File: config.mk
export PLATFORM = sky130hd
export DESIGN_NAME = imm_gen_pipe
export DESIGN_NICKNAME = d
export VERILOG_FILES = /design/src/rtl/imm_gen_pkg.sv /design/src/rtl/imm_decode.sv /design/src/rtl/imm_gen_pipe.sv
export SDC_FILE = /design/constraint.sdc
export NUM_CORES = 1
export LEC_CHECK = 0
export BUFFER_PORTS_ARGS = -buffer_cell sky130_fd_sc_hd__buf_2
export CORE_MARGIN = 3
export CORE_UTILIZATION = 30
export DETAILED_ROUTE_END_ITERATION = 7
export PLACE_DENSITY = 0.53
export REMOVE_ABC_BUFFERS = 1
export SLEW_MARGIN = 20
export SYNTH_ARGS = -nofsm -noshare
export SYNTH_HDL_FRONTEND = slang
export SYNTH_HIERARCHICAL = 1
export SYNTH_SLANG_ARGS = --single-unit
File: constraint.sdc
create_clock -name clk -period 2.91 [get_ports clk]
set_input_delay 0.582 -clock clk [delete_from_list [all_inputs] [get_ports clk]]
set_output_delay 0.582 -clock clk [all_outputs]
set_load 0.01 [all_outputs]
File: src/rtl/imm_gen_pkg.sv
// Shared opcodes and format codes for the pipelined immediate generator.
package imm_gen_pkg;

    localparam logic [6:0] OPC_LOAD      = 7'b0000011;
    localparam logic [6:0] OPC_OP_IMM    = 7'b0010011;
    localparam logic [6:0] OPC_OP_IMM_32 = 7'b0011011;
    localparam logic [6:0] OPC_JALR      = 7'b1100111;
    localparam logic [6:0] OPC_SYSTEM    = 7'b1110011;
    localparam logic [6:0] OPC_STORE     = 7'b0100011;
    localparam logic [6:0] OPC_BRANCH    = 7'b1100011;
    localparam logic [6:0] OPC_LUI       = 7'b0110111;
    localparam logic [6:0] OPC_AUIPC     = 7'b0010111;
    localparam logic [6:0] OPC_JAL       = 7'b1101111;
    localparam logic [6:0] OPC_OP        = 7'b0110011;
    localparam logic [6:0] OPC_OP_32     = 7'b0111011;

    typedef enum logic [2:0] {
        FMT_I   = 3'd0,
        FMT_S   = 3'd1,
        FMT_B   = 3'd2,
        FMT_U   = 3'd3,
        FMT_J   = 3'd4,
        FMT_R   = 3'd5,
        FMT_ILL = 3'd6
    } imm_fmt_e;

endpackage

File: src/rtl/imm_decode.sv
// Combinational RV32I/RV64I immediate extractor: instruction word to
// sign-extended immediate, format code and illegal-opcode flag.
module imm_decode
    import imm_gen_pkg::*;
#(
    parameter int unsigned XLEN = 64
) (
    input  logic [31:0]     instr,
    output logic [XLEN-1:0] imm,
    output imm_fmt_e        fmt,
    output logic            illegal
);

    logic [31:0] imm32;

    always_comb begin
        fmt = FMT_ILL;
        case (instr[6:0])
            OPC_LOAD, OPC_OP_IMM, OPC_OP_IMM_32, OPC_JALR, OPC_SYSTEM: fmt = FMT_I;
            OPC_STORE:                                                  fmt = FMT_S;
            OPC_BRANCH:                                                 fmt = FMT_B;
            OPC_LUI, OPC_AUIPC:                                         fmt = FMT_U;
            OPC_JAL:                                                    fmt = FMT_J;
            OPC_OP, OPC_OP_32:                                          fmt = FMT_R;
            default:                                                    fmt = FMT_ILL;
        endcase
    end

    // Every format is assembled to 32 bits already sign-extended, then widened.
    always_comb begin
        imm32 = '0;
        case (fmt)
            FMT_I: imm32 = {{20{instr[31]}}, instr[31:20]};
            FMT_S: imm32 = {{20{instr[31]}}, instr[31:25], instr[11:7]};
            FMT_B: imm32 = {{19{instr[31]}}, instr[31], instr[7], instr[30:25],
                            instr[11:8], 1'b0};
            FMT_U: imm32 = {instr[31:12], 12'b0};
            FMT_J: imm32 = {{11{instr[31]}}, instr[31], instr[19:12], instr[20],
                            instr[30:21], 1'b0};
            default: imm32 = '0;
        endcase
    end

    assign imm     = XLEN'($signed(imm32));
    assign illegal = (fmt == FMT_ILL);

endmodule

File: src/rtl/imm_gen_pipe.sv
// Registered immediate generator behind a valid/ready skid buffer.
// Optional illegal-opcode counter enabled by defining IMM_GEN_STATS_EN.
module imm_gen_pipe
    import imm_gen_pkg::*;
#(
    parameter int unsigned XLEN  = 64,
    parameter int unsigned CNT_W = 16
) (
    input  logic             clk,
    input  logic             reset,
    input  logic             in_valid,
    output logic             in_ready,
    input  logic [31:0]      in_instr,
    output logic             out_valid,
    input  logic             out_ready,
    output logic [XLEN-1:0]  out_imm,
    output imm_fmt_e         out_fmt,
    output logic             out_illegal
`ifdef IMM_GEN_STATS_EN
    ,
    output logic [CNT_W-1:0] illegal_cnt
`endif
);

    if (XLEN != 32 && XLEN != 64) begin : gen_bad_xlen
        $error("imm_gen_pipe: XLEN must be 32 or 64");
    end
    if (CNT_W < 1) begin : gen_bad_cnt_w
        $error("imm_gen_pipe: CNT_W must be at least 1");
    end

    logic [XLEN-1:0] dec_imm;
    imm_fmt_e        dec_fmt;
    logic            dec_illegal;

    imm_decode #(
        .XLEN(XLEN)
    ) u_decode (
        .instr  (in_instr),
        .imm    (dec_imm),
        .fmt    (dec_fmt),
        .illegal(dec_illegal)
    );

    logic            out_valid_q, out_valid_d;
    logic [XLEN-1:0] out_imm_q, out_imm_d;
    imm_fmt_e        out_fmt_q, out_fmt_d;
    logic            out_illegal_q, out_illegal_d;
    logic            skid_valid_q, skid_valid_d;
    logic [XLEN-1:0] skid_imm_q, skid_imm_d;
    imm_fmt_e        skid_fmt_q, skid_fmt_d;
    logic            skid_illegal_q, skid_illegal_d;

    logic accept;
    logic drain;

    // Ready depends only on registered state so out_ready never reaches in_ready.
    assign in_ready = !skid_valid_q && !reset;
    assign accept   = in_valid && in_ready;
    assign drain    = out_valid_q && out_ready;

    always_comb begin
        out_valid_d    = out_valid_q;
        out_imm_d      = out_imm_q;
        out_fmt_d      = out_fmt_q;
        out_illegal_d  = out_illegal_q;
        skid_valid_d   = skid_valid_q;
        skid_imm_d     = skid_imm_q;
        skid_fmt_d     = skid_fmt_q;
        skid_illegal_d = skid_illegal_q;

        if (!out_valid_q || drain) begin
            // Output slot frees up: skid has priority, else take the new entry.
            if (skid_valid_q) begin
                out_valid_d   = 1'b1;
                out_imm_d     = skid_imm_q;
                out_fmt_d     = skid_fmt_q;
                out_illegal_d = skid_illegal_q;
                skid_valid_d  = 1'b0;
            end else if (accept) begin
                out_valid_d   = 1'b1;
                out_imm_d     = dec_imm;
                out_fmt_d     = dec_fmt;
                out_illegal_d = dec_illegal;
            end else begin
                out_valid_d   = 1'b0;
            end
        end else if (accept) begin
            skid_valid_d   = 1'b1;
            skid_imm_d     = dec_imm;
            skid_fmt_d     = dec_fmt;
            skid_illegal_d = dec_illegal;
        end
    end

    always_ff @(posedge clk) begin
        if (reset) begin
            out_valid_q    <= 1'b0;
            out_imm_q      <= '0;
            out_fmt_q      <= FMT_R;
            out_illegal_q  <= 1'b0;
            skid_valid_q   <= 1'b0;
            skid_imm_q     <= '0;
            skid_fmt_q     <= FMT_R;
            skid_illegal_q <= 1'b0;
        end else begin
            out_valid_q    <= out_valid_d;
            out_imm_q      <= out_imm_d;
            out_fmt_q      <= out_fmt_d;
            out_illegal_q  <= out_illegal_d;
            skid_valid_q   <= skid_valid_d;
            skid_imm_q     <= skid_imm_d;
            skid_fmt_q     <= skid_fmt_d;
            skid_illegal_q <= skid_illegal_d;
        end
    end

    assign out_valid   = out_valid_q;
    assign out_imm     = out_imm_q;
    assign out_fmt     = out_fmt_q;
    assign out_illegal = out_illegal_q;

`ifdef IMM_GEN_STATS_EN
    logic [CNT_W-1:0] illegal_cnt_q;

    always_ff @(posedge clk) begin
        if (reset) begin
            illegal_cnt_q <= '0;
        end else if (drain && out_illegal_q && (illegal_cnt_q != '1)) begin
            illegal_cnt_q <= illegal_cnt_q + CNT_W'(1);
        end
    end

    assign illegal_cnt = illegal_cnt_q;
`endif

endmodule

-- After elaboration in Yosys (flattened, before gate mapping)
Index checks and enable logic that the tools add are counted.
- bits in registers: 106
- output and inout bits: 70
- equality and inequality tests: 17
- multiplexer cells: 10
- bitwise logic cells: 1
- reductions and logical operators: 15
- operators by type and width (kind ; number):
    $pmux W32 S5 ; 1
    $mux W64 ; 2
    $eq A7 B6 Y1 const B ; 4
    $eq A7 B7 Y1 const B ; 4
    $eq A7 B5 Y1 const B ; 3
    $pmux W3 S6 ; 1
    $eq A7 B2 Y1 const B ; 1
    $eq A3 B2 Y1 const B ; 2
    $eq A3 B3 Y1 const B ; 2
    $mux W3 ; 2
    $reduce_or A2 Y1 ; 3
    $reduce_or A5 Y1 ; 1
    $mux W1 ; 4
    $reduce_and A2 Y1 ; 2
    $eq A3 B1 Y1 const B ; 1
    $logic_and A1 B1 Y1 ; 3
    $logic_not A1 Y1 ; 3
    $logic_not A3 Y1 ; 1
    $reduce_bool A2 Y1 ; 1
    $logic_or A1 B1 Y1 ; 1
    $not A1 Y1 ; 1

-- Depth between registers and ports, before layout
- word-level depth: 7
- mapped depth: 10
- mapped depth without buffers: 8

-- Modules after synthesis
Netlist, hierarchy kept.
- by module, submodules not included (module ; times used ; cells each ; area each (µm²) ; sequential area each (µm²)):
    imm_gen_pipe ; 1 ; 569 ; 6065.8 ; 2762.6
    imm_decode ; 1 ; 137 ; 929.6 ; 0.0

-- Worst setup path before layout
OpenSTA, ideal clock, no wires.
- path type: in2reg
- from: input in_instr[4]
- to: register out_imm_q[55], in the netlist out_imm[55]
- arrival time: 2845 ps
- required time: 2851 ps
- setup slack: 6 ps
- stages on the path: 9
- buffers on the path: 2
- cell sequence: clkbuf_1 > o21bai_1 > o311a_1 > a31oi_1 > nor2_1 > buf_4 > mux2i_1 > o211ai_1 > o211a_1
- longest elaborated chain between the ends: 7
- elaborated cells between the ends (all ways): 24
- those cells by class: eq/ne: 16; mux: 4; reduce/logical: 4
- RTL lines (what ; line ; RTL):
    from (decl) ; imm_gen_pipe.sv:13 ; input logic [31:0] in_instr,
    $eq A7 B2 Y1, or another cell as far along ; imm_decode.sv:18 ; case (instr[6:0])
    $reduce_or A5 Y1 or $reduce_or A2 Y1 (tied branches) ; imm_decode.sv:18 ;
    $pmux W3 S6 * ; imm_decode.sv:18 ;
    $eq A3 B3 Y1, or another cell as far along ; imm_decode.sv:32 ; case (fmt)
    $pmux W32 S5 * ; imm_decode.sv:32 ;
    named net dec_imm[31] ; imm_gen_pipe.sv:32 ; logic [XLEN-1:0] dec_imm;
    $mux W64 * ; imm_gen_pipe.sv:80 ; end else if (accept) begin
    $mux W64 * ; imm_gen_pipe.sv:74 ; if (skid_valid_q) begin
    to (signal assigned) ; imm_gen_pipe.sv:108 ; out_imm_q <= out_imm_d;
    to (decl) ; imm_gen_pipe.sv:46 ; logic [XLEN-1:0] out_imm_q, out_imm_d;
Mark *: on every way through the listed nets, which the timed path passes. The rest lies on a longest branch. The select of a mux whose other input is x is not followed.
A chain may end at the register's enable or synchronous reset.

-- Final worst setup path
- from: input in_instr[3]
- to: register out_imm_q[3], in the netlist out_imm[3]
Same word-level chain as after synthesis.

==> impl_metrics.tcl <==
set metrics [dict create \
    cts_sinks 138 \
    clk_latency_ns 0.41 \
    cts_resized 0 \
    finalSetupTns_ns 0 \
    synthXorXnorAreaFrac 0 \
    firstDrtPassIters 5 \
    grt-ovfl-total 0 \
    setup_viol 0 \
    fmax_mhz 470 \
    synth_common_cells "dfxtp_1 (138), mux2i_1 (69), and3_1 (66), o211a_1 (66), o211ai_1 (66)" \
    numCtsBuffers 17 \
    layout_min_cycle_time_ns 2.13 \
    numPortBuffers 105 \
    ys_warn_count 6 \
    crit_type "in2reg" \
    die_x_um 159 \
    yosysMostFrequentCell "dfxtp_1" \
    syn_area_um2 7000 \
    worst-endpoint-arrival_ns 2.43 \
    cts-root-to-sink-buffers 2 \
    cts_tree "done" \
    vdd_drop_max_uv 246 \
    cts_htree_levels 4 \
    worst_setup_path_start_kind "input port" \
    critPathCaptureType "flip-flop" \
    power.density_nw_per_um2 590 \
    synth-edff-count 0 \
    initial_utilization 0.307 \
    drc_errors 0 \
    worst_slew_pin_slew_ns 0.837 \
    grt_usage 0.151 \
    nFillCells 2332 \
    insertedDiodeCount 0 \
    ys_seq_area_frac 0.395 \
    synth_compound_gate_area_share 0.306 \
    status "complete, no violations" \
    drv_slew 0 \
    synthSimpleGateAreaFrac 0.108 \
    core_um2 22800 \
    p_leak_nw 4.09 \
    die_area_um2 25200 \
    cpMaxStageDelayCell "a32o_1" \
    clkSlewWorstSetupHoldPaths_ns 0.06 \
    io_pins 106 \
    synth_ff_type "dfxtp_1" \
    syn_avg_cell_area_um2 9.91 \
    place_congestion 0.724 \
    crit_chain "buf_2 > and3b_1 > o21ai_1 > a21boi_0 > o22ai_2 > a32o_1 > mux2i_1 > o211ai_1 > o211a_1" \
    required_ns 3.21 \
    fin_nets 770 \
    ys_types 48 \
    placementRows 55 \
    synth_top_family_by_area "compound AO/OA/AOI/OAI gates" \
    grt_pass1_wl_mm 31.4 \
    yosysTopAreaCell "dfxtp_1" \
    worstPathMaxFanout 11 \
    drive_gt1_frac 0.288 \
    grt_max_degree 75 \
    grt_pass1_vias 5628 \
    p_total_w 0.00480 \
    yosysTopAreaCellShare 0.395 \
    synthCells 706 \
    syn_to_final_growth_pct 16.2 \
    viasPerCell 5.20 \
    final_core_util 0.357 \
    ant_nets 0 \
    wl_mm 19.0 \
    ys_async_sr_fraction 0 \
    drtIter0Drc 348 \
    min_path_type "reg2reg" \
    antenna_found_initial 0 \
    finClkSkew_ns 0.0149 \
    dp_hpwl_mm 10.7 \
    hold_violations 0 \
    fin_crit_sh 0.731 \
    synth_seq_cells 138 \
    min_from "skid_imm_q[49]" \
    synthAdderAreaFrac 0 \
    die_h_um 159 \
    cts-root-buf "clkbuf_16" \
    wire_per_inst_um 17.9 \
    r2r-start "skid_valid_q" \
    cts_setup_buffers 0 \
    synth.mux.area_fraction 0.0987 \
    placedInstanceArea_um2 7510 \
    slew_headroom 0.442 \
    maxCapViolCount 0 \
    rsz0062_at_grt "false" \
    slowest_delay_ns 0.29 \
    holdBufCountCts 0 \
    ys_top_cells_by_area "dfxtp_1 (39%), mux2i_1 (9.9%), o211a_1 (9.4%)" \
    via_count 5514 \
    crit_start "in_instr[3]" \
    stdcell_area_um2 8130 \
]
cells by family after synthesis:
family	count (synthesis)
buffers and inverters	120
muxes	69
and+or+nand+nor	124
DFF	138
AOI/OAI and AO/OA	255
critical path, delay by kind of cell:
| kind | cells | cell delay [ns] |
|---|---|---|
| and+or+nand+nor | 1 | 0.26 |
| muxes | 1 | 0.14 |
| AOI/OAI and AO/OA | 6 | 1.19 |
| buffers and inverters | 1 | 0.26 |
state kept, by name, summed over array words and instances (netlist names):
signal and count:
skid_fmt_q 3, skid_imm_q 64, out_imm 64, skid_valid_q 1
out_valid 1, out_illegal 1, skid_illegal_q 1, out_fmt 3
area by class of cell:
class	count	area [µm²]	area share
Multi-Input combinational cell	448	3610	0.444
Sequential cell	138	2770	0.340
Timing Repair Buffer	125	726	0.0892
Clock buffer	21	450	0.0554
Tap cell	313	392	0.0482
Clock inverter	11	170	0.0209
Inverter	4	17.5	0.00215
worst paths after layout:
| check | slack (ns) | cells after the start | endpoint |
|---|---|---|---|
| setup reg to reg | 1.02 | 4 | out_imm[8] |
| hold / removal | 0.48 | 1 | skid_imm_q[49] |
| setup / recovery | 0.78 | 9 | out_imm[3] |
| hold reg to reg | 0.48 | 1 | skid_imm_q[49] |
cells in the final DEF, fill, tap and decap left out, drive strengths merged, types with 2 or more instances in the layout:
| cell | synthesis | layout |
|---|---|---|
| and4 | 2 | 2 |
| a21oi | 12 | 12 |
| a32o | 4 | 4 |
| o211a | 66 | 66 |
| dfxtp | 138 | 138 |
| inv | 3 | 4 |
| mux2i | 69 | 69 |
| and2 | 8 | 8 |
| o21ai | 7 | 7 |
| o211ai | 66 | 66 |
| clkinvlp | 0 | 3 |
| nor2b | 5 | 5 |
| clkbuf | 49 | 21 |
| a31o | 66 | 66 |
| a21o | 20 | 20 |
| buf | 67 | 125 |
| nand2b | 3 | 3 |
| nor4 | 3 | 3 |
| bufinv | 0 | 4 |
| and3 | 66 | 66 |
| nor3 | 4 | 4 |
| o21bai | 3 | 3 |
| clkinv | 1 | 4 |
| a211oi | 2 | 2 |
| o22ai | 2 | 2 |
| nor2 | 15 | 15 |
| nand2 | 13 | 13 |
where the power goes:
part	leakage [nW]	internal, W	switching, W	total, W
registers	1.12	0.00196	0.0000405	0.00200
clock network	0.293	0.00146	0.000830	0.00229
logic	2.67	0.000204	0.000307	0.000511
total	4.09	0.00362	0.00118	0.00480
per-layer routing:
metal  share of wire  GRT usage  up-vias
met2            0.44      0.238      106
met4           0.016     0.0442        0
li1                -          -     2731
met1            0.51      0.207     2663
met3           0.039     0.0326       14
met5               0          0        -
stage by stage:
stage / cells / hold slack [ns] / setup WS (ns)
2_1_floorplan: 590 / 0.448 / -3.30
3_3_place_gp: 1028 / 0.458 / 0.397
3_5_place_dp: 1028 / 0.464 / 0.385
4_1_cts: 1060 / 0.476 / 0.733
5_1_grt: 1060 / 0.495 / 0.631
6_report: 1060 / 0.475 / 0.782
Note: power is estimated with default switching activity, not from simulation.
